`config.mk`:
```
export PLATFORM = sky130hd
export DESIGN_NAME = wsacc_window_gen
export DESIGN_NICKNAME = d
export VERILOG_FILES = /design/src/rtl/wsacc_pkg.sv /design/src/rtl/wsacc_line_buffer.sv /design/src/rtl/wsacc_window_gen.sv
export SDC_FILE = /design/constraint.sdc
export NUM_CORES = 1
export LEC_CHECK = 0
export ABC_AREA = 1
export CORE_UTILIZATION = 35
export DETAILED_ROUTE_END_ITERATION = 8
export GPL_TIMING_DRIVEN = 0
export PLACE_DENSITY = 0.61
export SYNTH_ARGS = -nofsm -noshare
export SYNTH_HDL_FRONTEND = slang
export SYNTH_HIERARCHICAL = 1
export SYNTH_SLANG_ARGS = --single-unit
export TNS_END_PERCENT = 50
```
`constraint.sdc`:
```
create_clock -name clk -period 2.7 [get_ports clk]
set_clock_uncertainty 0.1 [all_clocks]
set_input_delay 0.54 -clock clk [delete_from_list [all_inputs] [get_ports clk]]
set_output_delay 0.54 -clock clk [all_outputs]
set_load 0.01 [all_outputs]
```
`src/rtl/wsacc_pkg.sv`:
```
// Shared wsacc types: window generator FSM states and the 3x3 window bus seen by the PE data_i port.
package wsacc_pkg;
  localparam int KERNEL_DIM = 3;
  localparam int WIN_ELEMS  = KERNEL_DIM * KERNEL_DIM;
  localparam int PIX_W      = 8;

  typedef enum logic [1:0] {
    IDLE  = 2'd0,
    RUN   = 2'd1,
    DRAIN = 2'd2
  } wingen_state_t;

  // Element index r*3+c, r=0 oldest row, c=0 leftmost column.
  typedef logic [WIN_ELEMS-1:0][PIX_W-1:0] window_t;
endpackage

```
`src/rtl/wsacc_line_buffer.sv`:
```
// One image row of pixels indexed by column; write is registered, the read at the same address returns the old word.
module wsacc_line_buffer #(
  parameter int dataWidth = 8,
  parameter int depth     = 64,
  parameter int addrWidth = $clog2(depth)
) (
  input  logic                 clk,
  input  logic                 we,
  input  logic [addrWidth-1:0] addr,
  input  logic [dataWidth-1:0] wdata,
  output logic [dataWidth-1:0] rdata
);
  logic [dataWidth-1:0] mem [depth];

  always_ff @(posedge clk) begin
    if (we) mem[addr] <= wdata;
  end

  assign rdata = mem[addr];
endmodule

```
`src/rtl/wsacc_window_gen.sv`:
```
// Raster-order pixel stream to 3x3 windows (no padding, stride 1); window valid one cycle after its last pixel, input stalls while a window waits.
// Define WSACC_WINGEN_STRIDE2_EN to add cfg_stride2, which keeps only windows at even offsets.
module wsacc_window_gen
  import wsacc_pkg::*;
#(
  parameter int dataWidth      = 8,
  parameter int maxWidth       = 64,
  parameter int maxHeight      = 64,
  parameter int windowElements = 9
) (
  input  logic                                          clk,
  input  logic                                          nrst,
  input  logic                                          start,
  input  logic [$clog2(maxWidth+1)-1:0]                 cfg_width,
  input  logic [$clog2(maxHeight+1)-1:0]                cfg_height,
`ifdef WSACC_WINGEN_STRIDE2_EN
  input  logic                                          cfg_stride2,
`endif
  input  logic                                          in_valid,
  output logic                                          in_ready,
  input  logic [dataWidth-1:0]                          in_data,
  output logic                                          out_valid,
  input  logic                                          out_ready,
  output logic [windowElements-1:0][dataWidth-1:0]      out_data,
  output logic                                          busy,
  output logic                                          done
);
  localparam int WW = $clog2(maxWidth+1);
  localparam int HW = $clog2(maxHeight+1);
  localparam int AW = $clog2(maxWidth);

  wingen_state_t                 state;
  logic [WW-1:0]                 w_q;
  logic [HW-1:0]                 h_q;
  logic [WW-1:0]                 col;
  logic [HW-1:0]                 row;
  logic [dataWidth-1:0]          lb_a_rd;
  logic [dataWidth-1:0]          lb_b_rd;
  logic [KERNEL_DIM-1:0][dataWidth-1:0] new_col;
  logic                          accept;
  logic                          last_col;
  logic                          last_row;
  logic                          win_ok;

  assign in_ready = (state == RUN) && (!out_valid || out_ready);
  assign accept   = in_valid && in_ready;
  assign busy     = (state != IDLE);
  assign last_col = (col == w_q - 1'b1);
  assign last_row = (row == h_q - 1'b1);
  assign new_col  = {in_data, lb_a_rd, lb_b_rd};

`ifdef WSACC_WINGEN_STRIDE2_EN
  logic s2_q;
  // row-2 and col-2 are even exactly when row and col are even.
  assign win_ok = (row >= HW'(2)) && (col >= WW'(2)) && (!s2_q || (!row[0] && !col[0]));

  always_ff @(posedge clk or negedge nrst) begin
    if (!nrst)                       s2_q <= 1'b0;
    else if (state == IDLE && start) s2_q <= cfg_stride2;
  end
`else
  assign win_ok = (row >= HW'(2)) && (col >= WW'(2));
`endif

  wsacc_line_buffer #(.dataWidth(dataWidth), .depth(maxWidth)) u_lb_a (
    .clk   (clk),
    .we    (accept),
    .addr  (col[AW-1:0]),
    .wdata (in_data),
    .rdata (lb_a_rd)
  );

  wsacc_line_buffer #(.dataWidth(dataWidth), .depth(maxWidth)) u_lb_b (
    .clk   (clk),
    .we    (accept),
    .addr  (col[AW-1:0]),
    .wdata (lb_a_rd),
    .rdata (lb_b_rd)
  );

  always_ff @(posedge clk or negedge nrst) begin
    if (!nrst) begin
      state     <= IDLE;
      w_q       <= '0;
      h_q       <= '0;
      row       <= '0;
      col       <= '0;
      out_valid <= 1'b0;
      out_data  <= '0;
      done      <= 1'b0;
    end else begin
      done <= 1'b0;
      case (state)
        IDLE: if (start) begin
          w_q   <= cfg_width;
          h_q   <= cfg_height;
          row   <= '0;
          col   <= '0;
          state <= RUN;
        end
        RUN: if (accept) begin
          if (last_col) begin
            col <= '0;
            if (last_row) state <= DRAIN;
            else          row   <= row + 1'b1;
          end else begin
            col <= col + 1'b1;
          end
        end
        DRAIN: if (!out_valid || out_ready) begin
          done  <= 1'b1;
          state <= IDLE;
        end
        default: state <= IDLE;
      endcase

      // A new window replaces a consumed one in the same cycle, so there is no bubble.
      out_valid <= (accept && win_ok) || (out_valid && !out_ready);

      // out_data doubles as the 3x3 shift register; it only moves on accept, which a stall blocks.
      if (accept) begin
        for (int r = 0; r < KERNEL_DIM; r++) begin
          out_data[r*KERNEL_DIM+0] <= out_data[r*KERNEL_DIM+1];
          out_data[r*KERNEL_DIM+1] <= out_data[r*KERNEL_DIM+2];
          out_data[r*KERNEL_DIM+2] <= new_col[r];
        end
      end
    end
  end
endmodule

```
# Yosys cells after proc, flatten, opt, wreduce, memory -nomap -nowiden

Memory sizes are Yosys's and may differ from the RTL's. A register that Yosys moved wholly into a read port is not among the register bits.
Index checks and enable logic that the tools add are counted.

Flip-flop bits (word level): 96
Memory bits (writable): 1,024
Input port bits: 27
Output and inout port bits: 76
Logic and storage cells: 68
Memories kept: 2

Memories:

| memory     | depth | bits a word | rd ports | clocked after memory_dff | write ports | RTL line                | source |
|---|---|---|---|---|---|---|---|
| u_lb_a.mem | 64    | 8           | 1        | 0                        | 1           | wsacc_line_buffer.sv:13 | `logic [dataWidth-1:0] mem [depth];` |
| u_lb_b.mem | 64    | 8           | 1        | 1                        | 1           | wsacc_line_buffer.sv:13 |  |

Add/sub/neg operators: 4
Magnitude comparators: 2
Eq/ne operators: 10
Mux-type cells: 18
Reduce and logical (&&, ||, !) cells: 17

Operators by type and width:

| cell                                                                                | count |
|---|---|
| 7-bit two-way mux                                                                   | 6 |
| 7-bit case mux with 2 select lines                                                  | 2 |
| 7-bit by 1-bit adder with 7-bit output, second input constant                       | 2 |
| 7-bit == test                                                                       | 2 |
| 7-bit by 2-bit greater-or-equal comparator with 1-bit output, second input constant | 2 |
| 7-bit by 1-bit subtractor with 7-bit output, second input constant                  | 2 |
| 2-bit != test, second input constant                                                | 6 |
| 2-bit two-way mux                                                                   | 5 |
| 5-bit AND reduction                                                                 | 2 |
| 2-bit case mux with 3 select lines                                                  | 1 |
| 1-bit logical AND                                                                   | 5 |
| 1-bit two-way mux                                                                   | 4 |
| 2-bit nonzero test                                                                  | 2 |
| 1-bit zero test                                                                     | 3 |
| 3-bit AND reduction                                                                 | 1 |
| 2-bit by 1-bit == test with 1-bit output, second input constant                     | 1 |
| 2-bit == test, second input constant                                                | 1 |
| 2-bit zero test                                                                     | 1 |
| 1-bit logical OR                                                                    | 2 |
| 2-bit AND reduction                                                                 | 1 |

# Longest topological paths before layout

Depth after elaboration: 6
Mapped depth: 15

# Modules after synthesis

The synthesis kept the hierarchy.

By module, submodules not included:

| module            | times used | cells each | area an instance (µm²) | seq. area each (µm²) |
|---|---|---|---|---|
| wsacc_line_buffer | 2          | 2,159      | 21,884.7               | 15,374.7 |
| wsacc_window_gen  | 1          | 581        | 4,728.3                | 2,602.5 |

# Worst setup path before layout

OpenSTA, ideal clock, no wires.

Path kind: reg-to-reg
Start: reg state[0]
End: mem u_lb_a.mem[41][0] (enable)
Library setup time: 395 ps
Arrival time: 2,570 ps
Data required time: 2,205 ps
Setup slack: -364 ps
Stages on the path, launching flop included: 12
Buffers on the path: 3
Cells stage by stage: dfrtp_1 inv_2 nor2_4 inv_4 nor2_4 nand2_4 inv_1 buf_2 buf_4 clkbuf_1 inv_1 nor4_1

Longest elaborated chain between the ends: 5

Ends and longest elaborated chain:

| element                                  | RTL line                | source |
|---|---|---|
| from (decl)                              | wsacc_window_gen.sv:32  | `wingen_state_t state;` |
| from (signal assigned)                   | wsacc_window_gen.sv:83  | `state <= IDLE;` |
| from (signal assigned)                   | wsacc_window_gen.sv:99  | `state <= RUN;` |
| from (signal assigned)                   | wsacc_window_gen.sv:104 | `if (last_row) state <= DRAIN;` |
| 2-bit by 1-bit == test with 1-bit output | wsacc_window_gen.sv:45  | `assign in_ready = (state == RUN) && (!out_valid \|\| out_ready);` |
| 1-bit logical AND                        | wsacc_window_gen.sv:45  |  |
| via in_ready                             | wsacc_window_gen.sv:20  | `output logic in_ready,` |
| 1-bit logical AND                        | wsacc_window_gen.sv:46  | `assign accept = in_valid && in_ready;` |
| via accept                               | wsacc_window_gen.sv:40  | `logic accept;` |
| 1-bit two-way mux                        | wsacc_line_buffer.sv:16 | `if (we) mem[addr] <= wdata;` |
| 1-bit two-way mux (not written as such)  | wsacc_line_buffer.sv:16 |  |
| to (decl)                                | wsacc_line_buffer.sv:13 |  |

The timed path passes the listed nets, and every way through them passes these cells.

# Final worst setup path

Start: reg col[3]
End: mem u_lb_a.mem[40][5] (enable)

RTL lines:

| element                | RTL line                | source |
|---|---|---|
| from (decl)            | wsacc_window_gen.sv:35  | `logic [WW-1:0] col;` |
| from (signal assigned) | wsacc_window_gen.sv:107 | `col <= col + 1'b1;` |

No word-level cell before the write port.

==> metrics.csv <==
stage;metric;value;unit
status;status;finished with violations;
status;violations;setup timing;
timing;fin_crit;2.835;ns
pwr;power_frac_seq;34.3;%
timing;finalSetupViolCount;646;
global_route;grt_max_degree;66;
place;gp_congestion;0.9382;
clock_tree;cts_tree;done;
pwr;powerDensity;1059;nW/um^2
synth;muxShareOfSynthArea;0.09288;%
timing;finalWorstSetupSlack;-0.1354;ns
hold_path;min_path_type;in -> reg;
synth;synth_top_family_by_area;simple AND/OR/NAND/NOR gates;
critical_path;crit_slowest_cell;dfrtp_1;
clock_tree;cts.sinks;1128;
global_route;use_met3;3.544;%
global_route;gr-total-overflow;0;
synth;synth_xor_area_share;0.1987;%
hold_path;min_to;u_lb_a/mem[2][7]$_DFFE_PP_;
critical_path;setup.worst_path.class;reg -> reg;
timing;hold_viol;0;
pwr;power_leakage;0.02569;uW
detailed_routing;viasPerCell;5.113;
critical_path;timing.rr.start;col[3]$_DFFE_PN0P_;
critical_path;critPathLaunchType;flop;
critical_path;reg2reg_depth;6;
clock_tree;htreeDepth;3;
global_route;grt_pass1_vias;34790;
die;io_pins;103;
finish;finalNetCount;5424;
die;fp.coreArea;137500;um^2
die;rows;136;
critical_path;end_kind;flop;
critical_path;r2r-end;u_lb_a/mem[40][5]$_DFFE_PP_;
synth;ys_types;35;
die;start_util;35.27;%
run;max_cap_viol_count;0;
detailed_routing;firstDrtPassIters;8;
detailed_routing;drt-total-wl;161000;um
hold_path;hold_depth;1;
place;dp_hpwl;94960;um
hold_path;min_from;in_data[7];
finish;drive_gt1_share;16.72;%
global_route;grt_pass1_wl;222100;um
timing;slew_headroom;40.04;%
pwr;internal_power;39420;uW
detailed_routing;dr_total_vias;37240;
clock_tree;cts_root_buf;clkbuf_16;
finish;area_delta_synth_final;27.62;%
die;die_h;374.2;um
clock_tree;clock_path_buffers;3;
timing;maxSlewViolCount;0;
synth;ys_warn_count;6;
pwr;switching_share;39.84;%
synth;syn_nets;4932;
pwr;ir_drop;0.0007126;V
pwr;p_switching;26110;uW
critical_path;cp.required;3.04;ns
synth;ys_ff_latch;1128;
global_route;antenna_found_initial;2;
synth;synthSimpleGateAreaFrac;26.68;%
finish;layout_commonest_cell;nand2_1;
timing;fmax;352.7;MHz
global_route;grt.busiest_layer;met2;
finish;final_cell_mix;nand2_1, edfxtp_1, nor2_4;
synth;synth_cells;4899;
detailed_routing;routedWlPerCell;22.11;um
critical_path;worstPathArrival;3.17;ns
timing;finalHoldWorstSlack;0.1720;ns
timing;finalCritPeriodShare;105.0;%
synth;synth-compound-area-share;0.6888;%
timing;tns;-29.58;ns
global_route;grt_usage;21.27;%
clock_tree;clk_latency;0.77;ns
critical_path;crit_chain;buf_2 > inv_2 > nor3_4 > inv_2 > nor4_4 > buf_4;
global_route;use_met2;34.31;%
die;die_area;140100;um^2
place;io_buffer_count;102;
critical_path;cp_common_cell;inv_2;
place;dp_slack;-2.017;ns
synth;synthAdderAreaFrac;0.1548;%
synth;avgSynthCellArea;9.900;um^2
critical_path;cp_max_fo;9;
timing;rsz0062_at_grt;yes;
clock_tree;clk_pin_slew;0.06;ns
finish;final_util;45.01;%
critical_path;r2r_slack;-0.14;ns
timing;tightest_slew;0.8994;ns
synth;yosysSeqAreaShare;68.77;%
pwr;combPwrFrac;40.5;%
global_route;gr-usage-met1;27.80;%
pwr;pwr-share-clk;25.2;%
detailed_routing;initialDrtViolationCount;4859;
finish;fillers;12320;
detailed_routing;ant_nets;0;
finish;diodes;0;
synth;synth_area;48500;um^2
die;die_w;374.2;um
detailed_routing;route.detailed.drc;0;
clock_tree;numCtsBuffers;112;
critical_path;critPathMaxStageDelay;0.61;ns
## metal layers
layer  vias up  share of wire (%)
met2      2073                 45
met4         0                5.9
li1      16880                  -
met3       547                 10
met5         -                  0
met1     17740                 38
## synth_stat cells (all sizes together)
library cell,count,share of area (%)
nor4,6,0.077
mux2,4,0.093
o31ai,1,0.015
nand4,8,0.10
xnor2,2,0.036
ha,6,0.15
inv,102,0.79
clkbuf,55,0.43
buf,165,2.2
o22ai,1,0.013
nand3,55,0.57
a21oi,20,0.21
dfrtp,104,5.4
xor2,9,0.16
clkinv,2,0.015
nand2,3044,24
nor3,23,0.40
nor2,217,1.8
o21ai,29,0.30
edfxtp,1024,63
or2,12,0.15
o211ai,10,0.15
## state kept, by name, summed over array words and instances (netlist names), 2 cells and up
| register | flops |
|---|---|
| out_data | 72 |
| u_lb_a/mem | 512 |
| w_q | 7 |
| state | 2 |
| row | 7 |
| h_q | 7 |
| col | 7 |
| u_lb_b/mem | 512 |
## power by group through the flow
stage | Combinational, uW | Clock, uW | Sequential, uW
6_report | 26600 | 16500 | 22500
5_1_grt | 28300 | 17300 | 22500
4_1_cts | 22700 | 16700 | 22500
3_3_place_gp | 19500 | 0 | 22500
2_1_floorplan | 11700 | 0 | 23000
3_5_place_dp | 20600 | 0 | 22900
## critical path, delay by kind of cell (launching register included)
kind,cells,cell delay [ns]
buffers and inverters,4,1.13
flip-flops,1,0.61
AND/OR/NAND/NOR,2,0.67
## worst max-delay path by stage
stage                          from                     endpoint  slack (ns)  depth (start not counted)
6_report         col[3]$_DFFE_PN0P_  u_lb_a/mem[40][5]$_DFFE_PP_       -0.14                          6
5_1_grt          col[3]$_DFFE_PN0P_   u_lb_b/mem[2][5]$_DFFE_PP_       -0.17                          6
4_1_cts          col[0]$_DFFE_PN0P_  u_lb_b/mem[27][0]$_DFFE_PP_       -0.09                         14
3_5_place_dp              out_ready  u_lb_a/mem[58][1]$_DFFE_PP_       -2.02                         10
3_3_place_gp                   nrst     out_data[23]$_DFFE_PN0P_       -3.13                          1
2_1_floorplan  state[0]$_DFFE_PN0P_  u_lb_a/mem[41][0]$_DFFE_PP_       -0.07                         11
## stage by stage
stage / instance area [um^2] / cells / power [uW]
after detailed placement: 52030 / 6805 / 43540
after CTS: 60300 / 7212 / 61860
final: 61890 / 7283 / 65520
after global routing: 61890 / 7283 / 68200
after global placement: 51820 / 6795 / 42040
after floorplan: 48550 / 4899 / 34740
## what timing repair did
item	4_1_cts	5_1_grt
resized for setup	392	195
hold buffers	1	0
setup endpoints to repair	1553	1421
endpoints found under the hold margin	43	0
buffers inserted	186	36
pin swaps	127	38
cloned	8	36
## logic make-up (layout without fill, tap and decap cells)
kind of cell / after synthesis / after routing
AOI/OAI and AO/OA: 61 / 61
xor gates and xnor gates: 11 / 11
adders and majority gates: 6 / 6
buffers and inverters: 324 / 883
DFF: 1128 / 1128
muxes: 4 / 4
and+or+nand+nor: 3365 / 3396
## layout make-up
| cell class | instances | area (um^2) | area share, % |
|---|---|---|---|
| repair buffers | 348 | 4666 | 7.538 |
| flip-flops and latches | 1128 | 33360 | 53.91 |
| multi-input cells | 3478 | 15670 | 25.31 |
| clock inverters | 84 | 985.9 | 1.593 |
| inverters | 104 | 447.9 | 0.7237 |
| well taps | 1794 | 2245 | 3.627 |
| clock buffers | 128 | 2893 | 4.674 |
| plain buffers | 219 | 1625 | 2.626 |
Note: power is estimated with default switching activity, not from simulation.
